**config.mk**
```make
export PLATFORM = sky130hd
export DESIGN_NAME = alu_op_sequencer_flat
export DESIGN_NICKNAME = d
export VERILOG_FILES = /design/src/rtl/alu_op_sequencer_if.sv /design/src/rtl/alu_op_sequencer.sv /design/src/flat_wrapper.sv
export SDC_FILE = /design/constraint.sdc
export NUM_CORES = 1
export LEC_CHECK = 0
export CELL_PAD_IN_SITES_DETAIL_PLACEMENT = 0
export CELL_PAD_IN_SITES_GLOBAL_PLACEMENT = 1
export CORE_ASPECT_RATIO = 0.75
export CORE_UTILIZATION = 44
export DETAILED_ROUTE_END_ITERATION = 10
export GPL_ROUTABILITY_DRIVEN = 0
export PLACE_DENSITY = 0.82
export SYNTH_ARGS = -nofsm -noshare
export SYNTH_HDL_FRONTEND = slang
export SYNTH_SLANG_ARGS = --single-unit
```
**constraint.sdc**
```tcl
create_clock -name wclk -period 3.86 [get_ports wclk]
set_input_delay 0.579 -clock wclk [delete_from_list [all_inputs] [get_ports wclk]]
set_output_delay 0.579 -clock wclk [all_outputs]
set_load 0.02 [all_outputs]
```
**src/rtl/alu_op_sequencer_if.sv**
```systemverilog
// alu_op_sequencer_if: operand/result bus between the sequencer and a combinational jALU
interface alu_op_sequencer_if #(
    parameter int WIDTH = 8
);
    logic [WIDTH-1:0] bas;
    logic [WIDTH-1:0] bbs;
    logic             wci;
    logic [2:0]       bops;
    logic [WIDTH-1:0] bcs;
    logic             wco;
    logic             weqo;
    logic             walo;
    logic             wz;
    modport master (output bas, bbs, wci, bops, input bcs, wco, weqo, walo, wz);
    modport slave  (input bas, bbs, wci, bops, output bcs, wco, weqo, walo, wz);
endinterface

```
**src/rtl/alu_op_sequencer.sv**
```systemverilog
// alu_op_sequencer: runs one ALU instruction through TMP load, execute and write-back steps
module alu_op_sequencer #(
    parameter int WIDTH = 8,
    parameter int NREG  = 4
) (
    input  logic               wclk,
    input  logic               wreset,
    input  logic               wstart,
    input  logic [7:0]         binstr,
    input  logic               wld,
    input  logic [1:0]         bldsel,
    input  logic [WIDTH-1:0]   bldval,
    input  logic [1:0]         brdsel,
    output logic [WIDTH-1:0]   brd,
    alu_op_sequencer_if.master alu,
    output logic [WIDTH-1:0]   bacc,
    output logic [3:0]         bflags,
    output logic               wbusy,
    output logic               wdone
);
    localparam logic [1:0] IDLE = 2'd0, LOADB = 2'd1, EXEC = 2'd2, WRITE = 2'd3;
    localparam logic [2:0] OP_CMP = 3'b111;
    logic [1:0]       state;
    logic [6:0]       instr;
    logic [WIDTH-1:0] tmp;
    logic [WIDTH-1:0] breg [NREG];
    logic [2:0]       op;
    logic [1:0]       ra;
    logic [1:0]       rb;
    assign op    = instr[6:4];
    assign ra    = instr[3:2];
    assign rb    = instr[1:0];
    assign brd   = breg[brdsel];
    assign wbusy = state != IDLE;
    // jALU inputs are live only in EXEC; elsewhere park them with no result enabler selected
    always_comb begin
        alu.bas  = state == EXEC ? breg[ra] : '0;
        alu.bbs  = state == EXEC ? tmp : '0;
        alu.wci  = state == EXEC ? bflags[3] : 1'b0;
        alu.bops = state == EXEC ? op : OP_CMP;
    end
    // sequencer state, register file, TMP, accumulator, flags and completion pulse
    always_ff @(posedge wclk) begin
        if (wreset) begin
            state  <= IDLE;
            instr  <= '0;
            tmp    <= '0;
            bacc   <= '0;
            bflags <= '0;
            wdone  <= 1'b0;
            for (int i = 0; i < NREG; i++) breg[i] <= '0;
        end else begin
            wdone <= 1'b0;
            case (state)
                IDLE: begin
                    if (wld) begin
                        breg[bldsel] <= bldval;
                    end else if (wstart && binstr[7]) begin
                        instr <= binstr[6:0];
                        state <= LOADB;
                    end
                end
                LOADB: begin
                    tmp   <= breg[rb];
                    state <= EXEC;
                end
                EXEC: begin
                    bacc   <= alu.bcs;
                    bflags <= {alu.wco, alu.walo, alu.weqo, alu.wz};
                    state  <= WRITE;
                end
                default: begin
                    if (op != OP_CMP) breg[rb] <= bacc;
                    wdone <= 1'b1;
                    state <= IDLE;
                end
            endcase
        end
    end
endmodule

```
**src/flat_wrapper.sv**
```systemverilog
// flat-port wrapper written by rule: the top's interface ports become plain ports
module alu_op_sequencer_flat 
#(
    parameter int WIDTH = 8,
    parameter int NREG  = 4
)
  (wclk, wreset, wstart, binstr, wld, bldsel, bldval, brdsel, brd, bacc, bflags, wbusy, wdone, alu_bas, alu_bbs, alu_wci, alu_bops, alu_bcs, alu_wco, alu_weqo, alu_walo, alu_wz);
  alu_op_sequencer_if #(.WIDTH(WIDTH)) alu_i ();
  input  logic wclk;
  input  logic wreset;
  input  logic wstart;
  input  logic [7:0] binstr;
  input  logic wld;
  input  logic [1:0] bldsel;
  input  logic [WIDTH-1:0] bldval;
  input  logic [1:0] brdsel;
  output logic [WIDTH-1:0] brd;
  output logic [WIDTH-1:0] bacc;
  output logic [3:0] bflags;
  output logic wbusy;
  output logic wdone;
  output wire logic [$bits(alu_i.bas)-1:0] alu_bas;
  output wire logic [$bits(alu_i.bbs)-1:0] alu_bbs;
  output wire logic [$bits(alu_i.wci)-1:0] alu_wci;
  output wire logic [$bits(alu_i.bops)-1:0] alu_bops;
  input wire logic [$bits(alu_i.bcs)-1:0] alu_bcs;
  input wire logic [$bits(alu_i.wco)-1:0] alu_wco;
  input wire logic [$bits(alu_i.weqo)-1:0] alu_weqo;
  input wire logic [$bits(alu_i.walo)-1:0] alu_walo;
  input wire logic [$bits(alu_i.wz)-1:0] alu_wz;
  assign alu_bas = alu_i.bas;
  assign alu_bbs = alu_i.bbs;
  assign alu_wci = alu_i.wci;
  assign alu_bops = alu_i.bops;
  assign alu_i.bcs = alu_bcs;
  assign alu_i.wco = alu_wco;
  assign alu_i.weqo = alu_weqo;
  assign alu_i.walo = alu_walo;
  assign alu_i.wz = alu_wz;
  alu_op_sequencer #(.WIDTH(WIDTH), .NREG(NREG)) u_core (.wclk(wclk), .wreset(wreset), .wstart(wstart), .binstr(binstr), .wld(wld), .bldsel(bldsel), .bldval(bldval), .brdsel(brdsel), .brd(brd), .alu(alu_i), .bacc(bacc), .bflags(bflags), .wbusy(wbusy), .wdone(wdone));
endmodule
```
Word level (Yosys, flattened, before mapping):

Memory sizes are Yosys's and may differ from the RTL's. A register that Yosys moved wholly into a read port is not among the register bits.
Index checks and enable logic that the tools add are counted.

* register bits: 22
* memory bits (writable): 32
* bits of input ports: 36
* output and inout bits: 42
* word-level logic and storage cells: 46
* memories kept: 1

Memories
* u_core.breg: words 4, bits a word 8, read ports 3, clocked after memory_dff 2, write ports 4, line alu_op_sequencer.sv:26 `logic [WIDTH-1:0] breg [NREG];`

* equality and inequality tests: 5
* mux-type cells: 26
* bitwise gates (word level): 1
* reduce and logical (&&, ||, !) cells: 8

Operators by type and width (number)
* 8-bit two-way mux: 4
* 8-bit OR reduction: 2
* 1-bit two-way mux: 14
* 2-bit two-way mux: 6
* 2-bit one-hot mux with 3 select lines: 1
* 3-bit two-way mux: 1
* 3-bit != test (second input constant): 1
* 3-bit AND reduction: 1
* 3-bit OR reduction: 1
* 2-bit by 1-bit equality test with 1-bit output (second input constant): 1
* 2-bit equality test (second input constant): 1
* 2-bit zero test: 1
* 2-bit by 1-bit != test with 1-bit output (second input constant): 1
* 2-bit != test (second input constant): 1
* 2-bit AND reduction: 1
* 2-bit nonzero test: 1
* 1-bit logical AND: 1
* 1-bit inverter: 1

Logic depth before layout (Yosys ltp):

Gate-level depths: netlist of run 1.

* depth after elaboration: 7
* gate-level depth with buffers: 7
* mapped depth without buffers: 5

Least setup slack after synthesis of run 1:

Ideal clock, no wire load.

* path kind: input to register
* start: input port wreset
* end: memory u_core.breg[3][0] (enable)
* setup time: 384 ps
* data arrival time: 1665 ps
* required time: 3476 ps
* setup slack: 1811 ps
* stages on the path: 5
* buffers on the path: 2
* cell sequence: buf_6 -> nand2b_4 -> buf_6 -> nor2_1 -> o21ai_0

RTL lines
* start: declaration: line flat_wrapper.sv:10 `input logic wreset;`
* end: declaration: line alu_op_sequencer.sv:26

Worst setup path after layout of run 1:

* start: input port brdsel[0]
* end: output port brd[1]

* longest elaborated chain between the ends: 1

Ends and longest elaborated chain
* start: declaration: line flat_wrapper.sv:16 `input logic [1:0] brdsel;`
* memory read 4 x 8 bit
* end: declaration: line flat_wrapper.sv:17 `output logic [WIDTH-1:0] brd;`

No other way between the ends.

==> reports/results.ini, run 1 <==
[die]
core_sq_um=8060
die_w_um=108
die_y_um=81.8
fp.dieArea_sq_um=8880
start_util=0.464
num_rows=28
design.portCount=78

[logic_synthesis]
ys_top_cells_by_count=32 x dfxtp_1, 32 x edfxtp_1, 30 x nor2_1, 27 x mux2i_1, 24 x mux4_2
syn-num-nets=343
synth.distinct_cells=42
ys_seq_area_frac=0.428
synthFlopType=edfxtp_1
synth_top_area_frac=0.257
synth_area_leaders=edfxtp_1 26%, dfxtp_1 17%, mux4_2 14%
synth_edf_count=32
ys_warn_count=0
syn-cell-area_sq_um=3740
async_flop_share=0
yosysTopAreaCell=edfxtp_1
synth_cells=303
ys_ff_latch=64
synth_area_per_cell_sq_um=12.3

[clocking]
holdBufCountCts=0
cts_sinks=64
insertion_delay_ns=0.33
htreeDepth=3
root_buffer=clkbuf_16
clkTransAtPathRegs_ns=0.05
clk_path_buf_depth=2
cts_tree=built
cts_buffers=9
cts_repair_resize_count=0
postCtsSetupBuffers=0

[power]
powerDensity_nw_per_um2=474
vdd_ir_drop_max_v=0.000264
p_leak_uw=0.00172

[timing]
setup_tns_ns=0
max_slew_margin=0.496
fmax_ghz=0.342
post-route-period-util=0.757
drv_slew=0
hold_ws_ns=0.484
setup_viol_count_final=0
hold_violations=0
finalCriticalPeriod_ns=2.92
fin_skew_ns=0.0102
rsz0062_at_grt=no
worst_pin_slew_ns=0.755

[run]
cap_violations=0

[status]
status=finished, final reports clean

[route]
dr.pass1.iters=4
ant_nets=0
route.vias.total=2789
wl_per_cell_um=18.8
drc_errors=0
drt_iter0_markers=248
via_per_inst=5.81
wl_um=9040

[layout]
layoutNonFillerInstCount=480
final_nets=410
syn2layout_area_growth_pct=29.8
antenna_cells=0
drive_above_1_share=0.200

[placed_design]
hpwl_um=6390
dp_cells=464
io_buffers=77

[setup_path]
worstPathArrival_ns=2.34
endpoint_kind=output pin
cp-startpoint=brdsel[0]
r2r_end=u_core.breg[1][3]
startpoint_type=primary input
r2r_cells=5
regToRegSetupSlack_ns=1.55
crit_fanout=8
worstSetupPathType=in2out
worstReg2RegStart=u_core.state[0]
required_ns=3.28

[grt]
grt_pass1_wl_um=14400
track_usage=0.222
grt.overflow.total=0
grt_pass1_vias=2722
antenna_found_initial=0
grt_max_degree=36

[hold_path]
min-delay-start=u_core.tmp[5]
hold_path_end=u_core.tmp[5]
hold_class=reg2reg
whs_path_depth=2

-- worst max path at each step --
| stage | slack (ns) | end | cells past startpoint |
|---|---|---|---|
| 4_1_cts | 0.91 | alu_bas[1] | 3 |
| 2_1_floorplan | 1.81 | u_core.breg[3][0] | 5 |
| 3_3_place_gp | 0.92 | brd[1] | 4 |
| 3_5_place_dp | 0.93 | brd[1] | 4 |
| 6_report | 0.94 | brd[1] | 4 |
| 5_1_grt | 0.83 | alu_bas[3] | 3 |
-- sequential cells by signal (all words and copies together), names as in the netlist, named ones only --
| signal | flops |
|---|---|
| u_core.breg | 32 |
| u_core.state | 2 |
| u_core.bflags | 4 |
| u_core.wdone | 1 |
| u_core.instr | 7 |
| u_core.bacc | 8 |
| u_core.tmp | 8 |
-- worst max-delay path: stages --
cell             delay, ns
clkdlybuf4s50_1       0.46
buf_4                 0.22
mux4_2                0.53
clkdlybuf4s50_1       0.55
-- final cells by class --
type                    instances  area, sq um
fillers                       668         3200
multi-input cells             206         1940
flip-flops and latches         64         1600
repair buffers                 84          823
clock buffers                  10          229
well taps                     105          131
clock inverters                 6          108
inverters                       5         23.8
-- through the flow --
stage	area, sq um	utilization	setup WS [ns]	power (uW)
2_1_floorplan	3740	-	1.81	1190
3_3_place_gp	4520	0.561	0.925	1390
3_5_place_dp	4520	0.561	0.927	1400
4_1_cts	4860	0.603	0.914	2330
5_1_grt	4860	0.603	0.832	2400
6_report	4860	0.603	0.938	2300
-- report_power, final --
| group | leakage, uW | internal [uW] | switching (uW) |
|---|---|---|---|
| Sequential | 0.000592 | 792 | 66.8 |
| Clock | 0.000162 | 628 | 289 |
| Combinational | 0.000962 | 266 | 262 |
| Total | 0.00172 | 1690 | 618 |
-- per-layer routing --
metal	vias to the layer above	global-route usage	routed length, um
li1	1303	-	-
met2	122	0.339	4040
met5	-	0	0
met4	0	0.0770	55
met1	1357	0.302	4180
met3	7	0.0651	767
-- logic make-up (layout without fill, tap and decap cells) --
kind of cell | after synthesis | after routing | share of synthesized area
AND/OR/NAND/NOR | 108 | 108 | 0.199
flip-flops | 64 | 64 | 0.428
multiplexers | 51 | 51 | 0.217
AO/OA/AOI/OAI | 43 | 43 | 0.0893
buffers and inverters | 33 | 105 | 0.0532
adder cells (fa/ha/maj) | 4 | 4 | 0.0134
-- layout by cell type (no fill, tap or decap), types with 2 or more instances in the layout --
| cell | n |
|---|---|
| a21o_1 | 3 |
| a31o_1 | 12 |
| a31o_2 | 13 |
| and2_1 | 17 |
| and4_1 | 8 |
| buf_4 | 7 |
| bufinv_16 | 3 |
| clkbuf_16 | 9 |
| clkdlybuf4s50_1 | 77 |
| clkinv_2 | 2 |
| dfxtp_1 | 32 |
| edfxtp_1 | 32 |
| ha_1 | 4 |
| inv_1 | 4 |
| mux2i_1 | 27 |
| mux4_2 | 24 |
| nand2_1 | 9 |
| nand2b_1 | 6 |
| nand3_1 | 10 |
| nor2_1 | 30 |
| nor3b_4 | 2 |
| nor4b_1 | 7 |
| nor4b_2 | 9 |
| o21ai_0 | 9 |
Power figures use the tool's default switching activity.
==> run 2: changes to the inputs <==
--- a/config.mk
+++ b/config.mk
@@ -8,10 +8,10 @@
 export CELL_PAD_IN_SITES_DETAIL_PLACEMENT = 0
 export CELL_PAD_IN_SITES_GLOBAL_PLACEMENT = 1
 export CORE_ASPECT_RATIO = 0.75
-export CORE_UTILIZATION = 44
+export CORE_UTILIZATION = 37
 export DETAILED_ROUTE_END_ITERATION = 10
 export GPL_ROUTABILITY_DRIVEN = 0
-export PLACE_DENSITY = 0.82
+export PLACE_DENSITY = 0.74
 export SYNTH_ARGS = -nofsm -noshare
 export SYNTH_HDL_FRONTEND = slang
 export SYNTH_SLANG_ARGS = --single-unit
==> constraint.sdc (replaced) <==
create_clock -name wclk -period 2.5 [get_ports wclk]
set_input_delay 0.375 -clock wclk [delete_from_list [all_inputs] [get_ports wclk]]
set_output_delay 0.375 -clock wclk [all_outputs]
set_load 0.02 [all_outputs]
==> run 2 against run 1 <==
  * Clock power rose by 52%
  * Cell area rose by 4.1%
  * Utilization fell by 8.3 points
  * Flip-flop and latch count did not move
  * Non-clock buffer count rose by 14
  * Total power rose by 55%
  * Worst setup slack got worse by 0.87 ns
  * Clock skew fell by 0.0042 ns
  * Final cell count rose by 8.5%
  * Largest cell class unchanged
  * Largest power group unchanged
==> reports/results.ini, run 2 (synthesis results as in run 1) <==
[route]
drc_errors=0  ; unchanged
wl_um=9700  ; was 9040 um
route.vias.total=2825  ; was 2,789
ant_nets=0  ; unchanged
via_per_inst=5.42  ; was 5.81
wl_per_cell_um=18.6  ; was 18.8 um
dr.pass1.iters=5  ; was 4
drt_iter0_markers=222  ; was 248

[setup_path]
worstReg2RegStart=u_core.state[0]  ; unchanged
slowest_delay_ns=0.65  ; was 0.55 ns
startpoint_type=register  ; was primary input
setup.worst_path.end=alu_bas[1]  ; was brd[1]
critPathBufInv=1  ; was 3
r2r_end=u_core.breg[1][7]  ; was u_core.breg[1][3]
regToRegSetupSlack_ns=0.48  ; was 1.55 ns
path_cells=mux4_2 > and2_1 > clkdlybuf4s50_1  ; was clkdlybuf4s50_1 > buf_4 > mux4_2 > clkdlybuf4s50_1
endpoint_kind=output pin  ; unchanged
r2r_cells=5  ; unchanged
worstSetupPathType=reg2out  ; was in2out
worstPathArrival_ns=2.05  ; was 2.34 ns
worstSetupPathDepth=3  ; was 4
crit_family=flip-flops  ; was buffers and inverters
required_ns=2.12  ; was 3.28 ns
crit_fanout=8  ; unchanged
cp_slowest_cell=dfxtp_1  ; was clkdlybuf4s50_1

[layout]
final_nets=424  ; was 410
mostFrequentLayoutCell=clkdlybuf4s50_1  ; unchanged
antenna_cells=0  ; unchanged
syn2layout_area_growth_pct=35.2  ; was 29.8%
drive_above_1_share=0.226  ; was 0.200
reg.largest.list=u_core.breg x32, u_core.bacc x8, u_core.tmp x8  ; unchanged
largest_reg_flops=32  ; unchanged
final_cell_mix=66 x clkdlybuf4s50_1, 32 x dfxtp_1, 32 x edfxtp_1  ; was 77 x clkdlybuf4s50_1, 32 x dfxtp_1, 32 x edfxtp_1
top_register=u_core.breg  ; unchanged

[run]
cap_violations=0  ; unchanged

[clocking]
clk_path_buf_depth=2  ; unchanged
holdBufCountCts=0  ; unchanged
cts_sinks=64  ; unchanged
htreeDepth=3  ; unchanged
insertion_delay_ns=0.33  ; about the same
cts_repair_resize_count=1  ; was 0
root_buffer=clkbuf_16  ; unchanged
cts_buffers=9  ; unchanged
postCtsSetupBuffers=0  ; unchanged
clkTransAtPathRegs_ns=0.05  ; about the same
cts_tree=built  ; unchanged

[timing]
rsz0062_at_grt=no  ; unchanged
finalCriticalPeriod_ns=2.43
fin_skew_ns=0.00600  ; was 0.0102 ns
setup_viol_count_final=0  ; unchanged
max_slew_margin=0.628  ; was 0.496
drv_slew=0  ; unchanged
post-route-period-util=0.972
hold_violations=0  ; unchanged
setup_tns_ns=0  ; unchanged
worst_pin_slew_ns=0.557  ; was 0.755 ns
fmax_ghz=0.412

[die]
design.portCount=78  ; unchanged
die_y_um=89.1  ; was 81.8 um
die_w_um=118  ; was 108 um
start_util=0.384  ; was 0.464
core_sq_um=9740  ; was 8060 sq um
num_rows=31  ; was 28
fp.dieArea_sq_um=10500  ; was 8880 sq um

[hold_path]
hold_class=reg2reg  ; unchanged

[power]
p_leak_uw=0.00194  ; was 0.00172 uW
vdd_ir_drop_max_v=0.000434  ; was 0.000264 V
powerDensity_nw_per_um2=705  ; was 474 nW/um^2
finalPower_uw=3560  ; was 2300 uW

[grt]
grt_pass1_vias=2646  ; was 2,722
grt.overflow.total=0  ; unchanged
track_usage=0.192  ; was 0.222
grt_max_degree=25  ; was 36
grt_pass1_wl_um=14600  ; was 14,400 um
antenna_found_initial=0  ; unchanged

[placed_design]
hpwl_um=6810  ; was 6390 um
io_buffers=77  ; unchanged

[status]
status=finished, final reports clean  ; unchanged

## run 2: cell types whose count changed in the layout (fill, tap and decap cells not counted)
| cell | before | now |
|---|---|---|
| buf_12 | 0 | 3 |
| clkbuf_8 | 0 | 3 |
| clkinv_2 | 2 | 0 |
| buf_6 | 0 | 1 |
| clkdlybuf4s50_1 | 77 | 66 |
| bufinv_16 | 3 | 2 |
| clkinv_1 | 0 | 1 |
| buf_4 | 7 | 17 |
| dlygate4sd2_1 | 0 | 1 |
| clkinvlp_4 | 1 | 0 |
| dlymetal6s2s_1 | 0 | 10 |
## run 2: worst min path at each step
| stage | startpoint | end | slack (ns) | cells after the start |
|---|---|---|---|---|
| global route | u_core.tmp[5] | u_core.tmp[5] | 0.52 | 2 |
| floorplan | u_core.tmp[0] | u_core.tmp[0] | 0.45 | 2 |
| global placement | u_core.tmp[7] | u_core.tmp[7] | 0.47 | 2 |
| finish | u_core.tmp[7] | u_core.tmp[7] | 0.49 | 2 |
| detailed placement | u_core.tmp[0] | u_core.tmp[0] | 0.48 | 2 |
| CTS | u_core.tmp[7] | u_core.tmp[7] | 0.49 | 2 |
## run 2: metrics by stage
step	std cells	util	hold slack (ns)	setup slack [ns]	area, sq um
6_report	521	0.519	0.487	0.0708	5060
5_1_grt	521	0.519	0.517	0.00741	5060
4_1_cts	521	0.517	0.494	0.0212	5030
3_5_place_dp	505	0.482	0.479	0.0151	4700
2_1_floorplan	303	-	0.452	0.578	3740
3_3_place_gp	505	0.482	0.471	0.00589	4700
## run 2: layout make-up
cell class	count	area (sq um)
fillers	867	4680
multi-input cells	206	1940
inverters	5	23.8
flip-flops and latches	64	1600
clock inverters	3	63.8
repair buffers	98	993
well taps	132	165
clock buffers	13	270
## run 2: report_power, final
| part | internal, uW | switching [uW] |
|---|---|---|
| Clock | 951 | 435 |
| Sequential | 1220 | 91.7 |
| Combinational | 434 | 429 |
## run 2: metal layers
layer / global-route usage / part of all wire / vias to the layer above
met5: 0 / 0 / -
met2: 0.294 / 0.44 / 118
met4: 0.0466 / 0.0043 / 0
met3: 0.0721 / 0.082 / 4
li1: - / - / 1331
met1: 0.258 / 0.48 / 1372
## run 2: tightest hold or removal path: cells and delay by family (launching register included)
kind	cells	cell delay, ns
flip-flops	1	0.32
multiplexers	1	0.06
AND/OR/NAND/NOR	1	0.07
==> patch 1: new RTL, config.mk and constraints of run 2 <==
Reset style: asynchronous (`wreset`), changed in one clocked block.
--- a/src/rtl/alu_op_sequencer.sv
+++ b/src/rtl/alu_op_sequencer.sv
@@ -41,5 +41,5 @@
     end
     // sequencer state, register file, TMP, accumulator, flags and completion pulse
-    always_ff @(posedge wclk) begin
+    always_ff @(posedge wclk or posedge wreset) begin
         if (wreset) begin
             state  <= IDLE;
Formal check against the unedited RTL: differs if wreset is asserted again (counterexample within 4 cycles, from zero or initial values and one cycle with wreset high); with wreset held inactive, the same outputs for 4 cycles.
==> patch 1 against run 2 <==
Critical path depth increased by 1; cell area fell by 1.2%; maximum frequency is 0.55% lower; worst setup slack worse by 0.013 ns; wire length decreased by 3.0%; sequential cell count down 2; clock skew rose by 0.0045 ns; synthesized area decreased by 2.6%; global-route usage rose by 1.0 points; worst hold slack got worse by 0.057 ns; non-clock buffer count unchanged; critical endpoint is now brd[7]; largest cell class unchanged.
Power is not compared: it rests on default switching activity, and its combinational part moved more than twofold at a synthesized area within 25%.
==> patch 1: results (changes against run 2) <==
Pre-antenna DRT Iters 4 (-1); count of cell types in the netlist 27 (-36%); Synth area leaders dfrtp_1 (43%), mux2_2 (18%), mux4_2 (15%), a22o_1 (7.7%), and2_1 (3.1%); headroom to the max-slew limit 51.31% (-12 points); syn_area_per_cell 13.80 sq um (+12%); Synth Flop Type dfrtp_1; crit-path max cell delay 0.55 ns (-0.10 ns); routed vias/inst 5.484 (+1.1%); vias in the first global route 2,616 (-1.1%); FFs w/ async S/R, synth 100.0% (+100 points); Synth top cells by count dfrtp_1 (62), mux2_2 (59), a22o_1 (32); run status finished clean; sequential element share of the synthesized area 42.60% (-0.23 points); number of fill cells in the layout 827 (-4.6%); nets 391 (-7.8%); clk root buf clkbuf_16; first-pass GRT wire length 14,900 microns (+1.7%); wire per inst 19.48 microns (+4.6%); DRC violation total after the first TritonRoute iteration 160 (-28%); flop-to-flop setup slack 0.16 ns (-0.32 ns); Crit-path slowest cell clkdlybuf4s50_1; Setup Skew 0.01051 ns (+0.004506 ns); All-Layer GR Usage 20.18% (+1.0 points); post-DP HPWL 6640 microns (-2.5%); Hold Crit Class in -> async; post-layout instance count excluding filler cells 483 (-7.3%); critical path arrival 2.07 ns (+0.02 ns); placed cell count 466 (-7.7%); syn nets 304 (-11%); pin count of the biggest net entering global routing 63 (+150%); number of CTS-inserted buffers 9 (unchanged); share of cells above drive strength 1 35.21% (+13 points); I/O Buffers 77 (unchanged)
-- patch 1: cell families after synthesis --
kind of cell             Yosys count  synth area share (%)
multiplexers                      84                 33.39
flip-flops                        62                 42.60
buffers and inverters             26                 2.714
adder cells (fa/ha/maj)            4                 1.374
AO/OA/AOI/OAI                     38                 11.03
AND/OR/NAND/NOR                   50                 8.898
-- patch 1: worst paths after layout --
check                                            startpoint                           to  cells past startpoint
worst min register to register    u_core.tmp[1]$_DFFE_PP0N_    u_core.tmp[1]$_DFFE_PP0N_                      1
max in group asynchronous                            wreset  u_core.state[1]$_DFFE_PP0P_                      3
min in group wclk                 u_core.tmp[1]$_DFFE_PP0N_    u_core.tmp[1]$_DFFE_PP0N_                      1
worst max-delay path                              brdsel[1]                       brd[7]                      4
worst max register to register  u_core.state[0]$_DFFE_PP0P_  u_core.breg[26]$_DFFE_PP0P_                      6
worst min-delay path                                 wreset    u_core.tmp[7]$_DFFE_PP0N_                      3
-- patch 1: what timing repair did --
| action | in CTS | in global routing |
|---|---|---|
| endpoints found under the setup margin | 11 | 21 |
| buffers inserted | 1 | 1 |
| resized for setup | 4 | 9 |
-- patch 1: layer usage --
| metal | track usage, % | vias to the layer above | routed length, microns |
|---|---|---|---|
| met5 | 0 | - | 0 |
| met3 | 5.052 | 13 | 735 |
| li1 | - | 1189 | - |
| met4 | 7.020 | 0 | 165 |
| met1 | 28.52 | 1352 | 4302 |
| met2 | 30.29 | 95 | 4206 |
-- patch 1: where the power goes --
group	internal [mW]	total (mW)	switching, mW
Clock	0.794	1.21	0.417
Sequential	1.46	1.86	0.408
Combinational	1.90	3.47	1.57
-- patch 1: layout make-up --
type	count	area, sq um	area share, %
multi-input cells	176	1999	40.00
clock buffers	14	254.0	5.081
well taps	128	160.2	3.204
flip-flops and latches	62	1554	31.09
repair buffers	98	985.9	19.72
inverters	4	15.01	0.3004
clock inverters	1	30.03	0.6008
-- patch 1: worst max-delay path: cells and delay by family --
kind	cells	cell delay (ns)
muxes	1	0.49
buffers and inverters	3	1.20
-- patch 1: per-stage QoR --
step                      cell area (sq um)  hold WS, ns  power [mW]  setup slack (ns)
final                                  4999       0.4291       6.547           0.05750
after global routing                   4999       0.4791       6.926          -0.01896
after CTS                              4967       0.4537       6.582          0.006621
after detailed placement               4669       0.4885       5.324           0.01459
after global placement                 4669       0.4830       5.262           0.02290
after floorplan                        3642       0.4728       4.040            0.3345
==> patch 2: new RTL, config.mk and constraints of run 2 <==
Made on the original files. `NREG` is set to 4 in 2 places; all go to 8.
--- a/src/rtl/alu_op_sequencer.sv
+++ b/src/rtl/alu_op_sequencer.sv
@@ -2,5 +2,5 @@
 module alu_op_sequencer #(
     parameter int WIDTH = 8,
-    parameter int NREG  = 4
+    parameter int NREG  = 8
 ) (
     input  logic               wclk,
--- a/src/flat_wrapper.sv
+++ b/src/flat_wrapper.sv
@@ -3,5 +3,5 @@
 #(
     parameter int WIDTH = 8,
-    parameter int NREG  = 4
+    parameter int NREG  = 8
 )
   (wclk, wreset, wstart, binstr, wld, bldsel, bldval, brdsel, brd, bacc, bflags, wbusy, wdone, alu_bas, alu_bbs, alu_wci, alu_bops, alu_bcs, alu_wco, alu_weqo, alu_walo, alu_wz);
Formal check against the unedited RTL: no difference found for any inputs over 4 cycles, from zero or initial values and one cycle with wreset high; that may be too few to reach the edited logic, so the function may still have changed.
==> patch 2 against run 2 <==
Sequential cell count stayed put; clock power is 6% lower; critical path depth is 1 higher; worst setup slack worse by 0.015 ns; cell count is 0.58% higher; sequential power hardly changed; power is 1.8% lower; cell area is 1.1% lower; die area is 0.65% higher; utilization is 0.77 points lower; synthesized area is 0.67% higher; wire length is 2.5% lower.
==> patch 2: results (changes against run 2) <==
run status finished clean; Crit-path slowest cell clkdlybuf4s50_1; wire per inst 18.06 microns (-3.1%); All-Layer GR Usage 18.75% (-0.41 points); Setup Skew 0.005217 ns (-0.0007844 ns); crit-path max cell delay 0.55 ns (-0.10 ns); Synth top cells by count dfxtp_1 (32), edfxtp_1 (32), nor2_1 (29); syn nets 352 (+2.6%); initial antenna violation count 0 (unchanged); Peak VDD IR 340.9 uV (-21%); met3 Resource Use GR 5.166% (-2.0 points); Top Family by Delay on Critical Path buffers and inverters; Critical R2R Capture u_core.breg[0][2]$_SDFFCE_PN0P_; count of cell types in the netlist 33 (-21%); post-DP HPWL 6971 microns (+2.3%); critical path arrival 2.07 ns (+0.02 ns); pin count of the biggest net entering global routing 36 (+44%); Synth area leaders edfxtp_1 (26%), dfxtp_1 (17%), mux4_2 (14%), o31ai_2 (8.6%), mux2i_1 (7.2%); nets 427 (+0.71%); met2 global-route usage 28.24% (-1.2 points); met3 routed WL 655 microns (-18%); crit path capture brd[4]; Hold Path Sink u_core.tmp[6]$_SDFFE_PP0N_; flop-to-flop setup slack 0.53 ns (+0.05 ns); Post-DP Area 0.004671 sq mm (-0.53%); sequential element share of the synthesized area 42.54% (-0.28 points); LEAKAGE 1.818 nW (-6.4%); DRC violation total after the first TritonRoute iteration 269 (+21%); Vias 2,886 (+2.2%); hold_sp u_core.tmp[6]$_SDFFE_PP0N_; Met2 Routed Length 3907 microns (-8.2%); Psw 1.008 mW (+5.6%); share of cells above drive strength 1 23.47% (+0.85 points); number of fill cells in the layout 868 (+0.12%); DP Worst Slack 0.01672 ns (+0.001634 ns); first-pass GRT wire length 15,180 microns (+3.6%)
==> patch 2: cell count changes after synthesis, moves of 4 or more <==
cell,change
o31ai_2,+26
nand4_1,+25
a31o_2,-13
nor4b_2,-9
o21ai_0,-9
and4_1,-8
nand2_1,+7
nand3_1,-7
nor4b_1,-7
a211oi_1,+6
a31o_1,-6
a31oi_1,+4
clkbuf_1,+4
==> patch 2: power groups by stage <==
stage | Combinational (mW) | Sequential (mW) | Clock [mW]
after global placement | 0.881 | 1.32 | 0
after floorplan | 0.561 | 1.32 | 0
after detailed placement | 0.893 | 1.33 | 0
after CTS | 0.897 | 1.31 | 1.32
after global routing | 0.954 | 1.33 | 1.36
final | 0.889 | 1.31 | 1.30
==> patch 2: what timing repair did <==
action,CTS,global route
setup buffers,0,0
endpoints found under the setup margin,0,9
gates resized for setup,0,6
==> patch 2: metrics by stage <==
step | std cells | hold slack, ns | total power, mW
after floorplan | 312 | 0.4522 | 1.879
after global placement | 508 | 0.4685 | 2.203
after detailed placement | 508 | 0.4809 | 2.223
after CTS | 524 | 0.4960 | 3.524
after global routing | 524 | 0.5175 | 3.642
final | 524 | 0.4915 | 3.498
==> patch 2: cell type report <==
cell class	count	area (sq um)	area share (%)
clock buffers	10	250.2	5.002
clock inverters	6	66.31	1.326
inverters	4	15.01	0.3001
multi-input cells	210	1938	38.74
flip-flops and latches	64	1602	32.02
well taps	132	165.2	3.302
repair buffers	98	965.9	19.31
==> patch 2: cells by family after synthesis <==
family,Yosys count,share of synthesized area [%]
simple gates,105,15.05
flops,64,42.54
mux,51,21.54
compound gates,50,13.49
buf+inv,38,6.048
fa+ha+maj,4,1.329
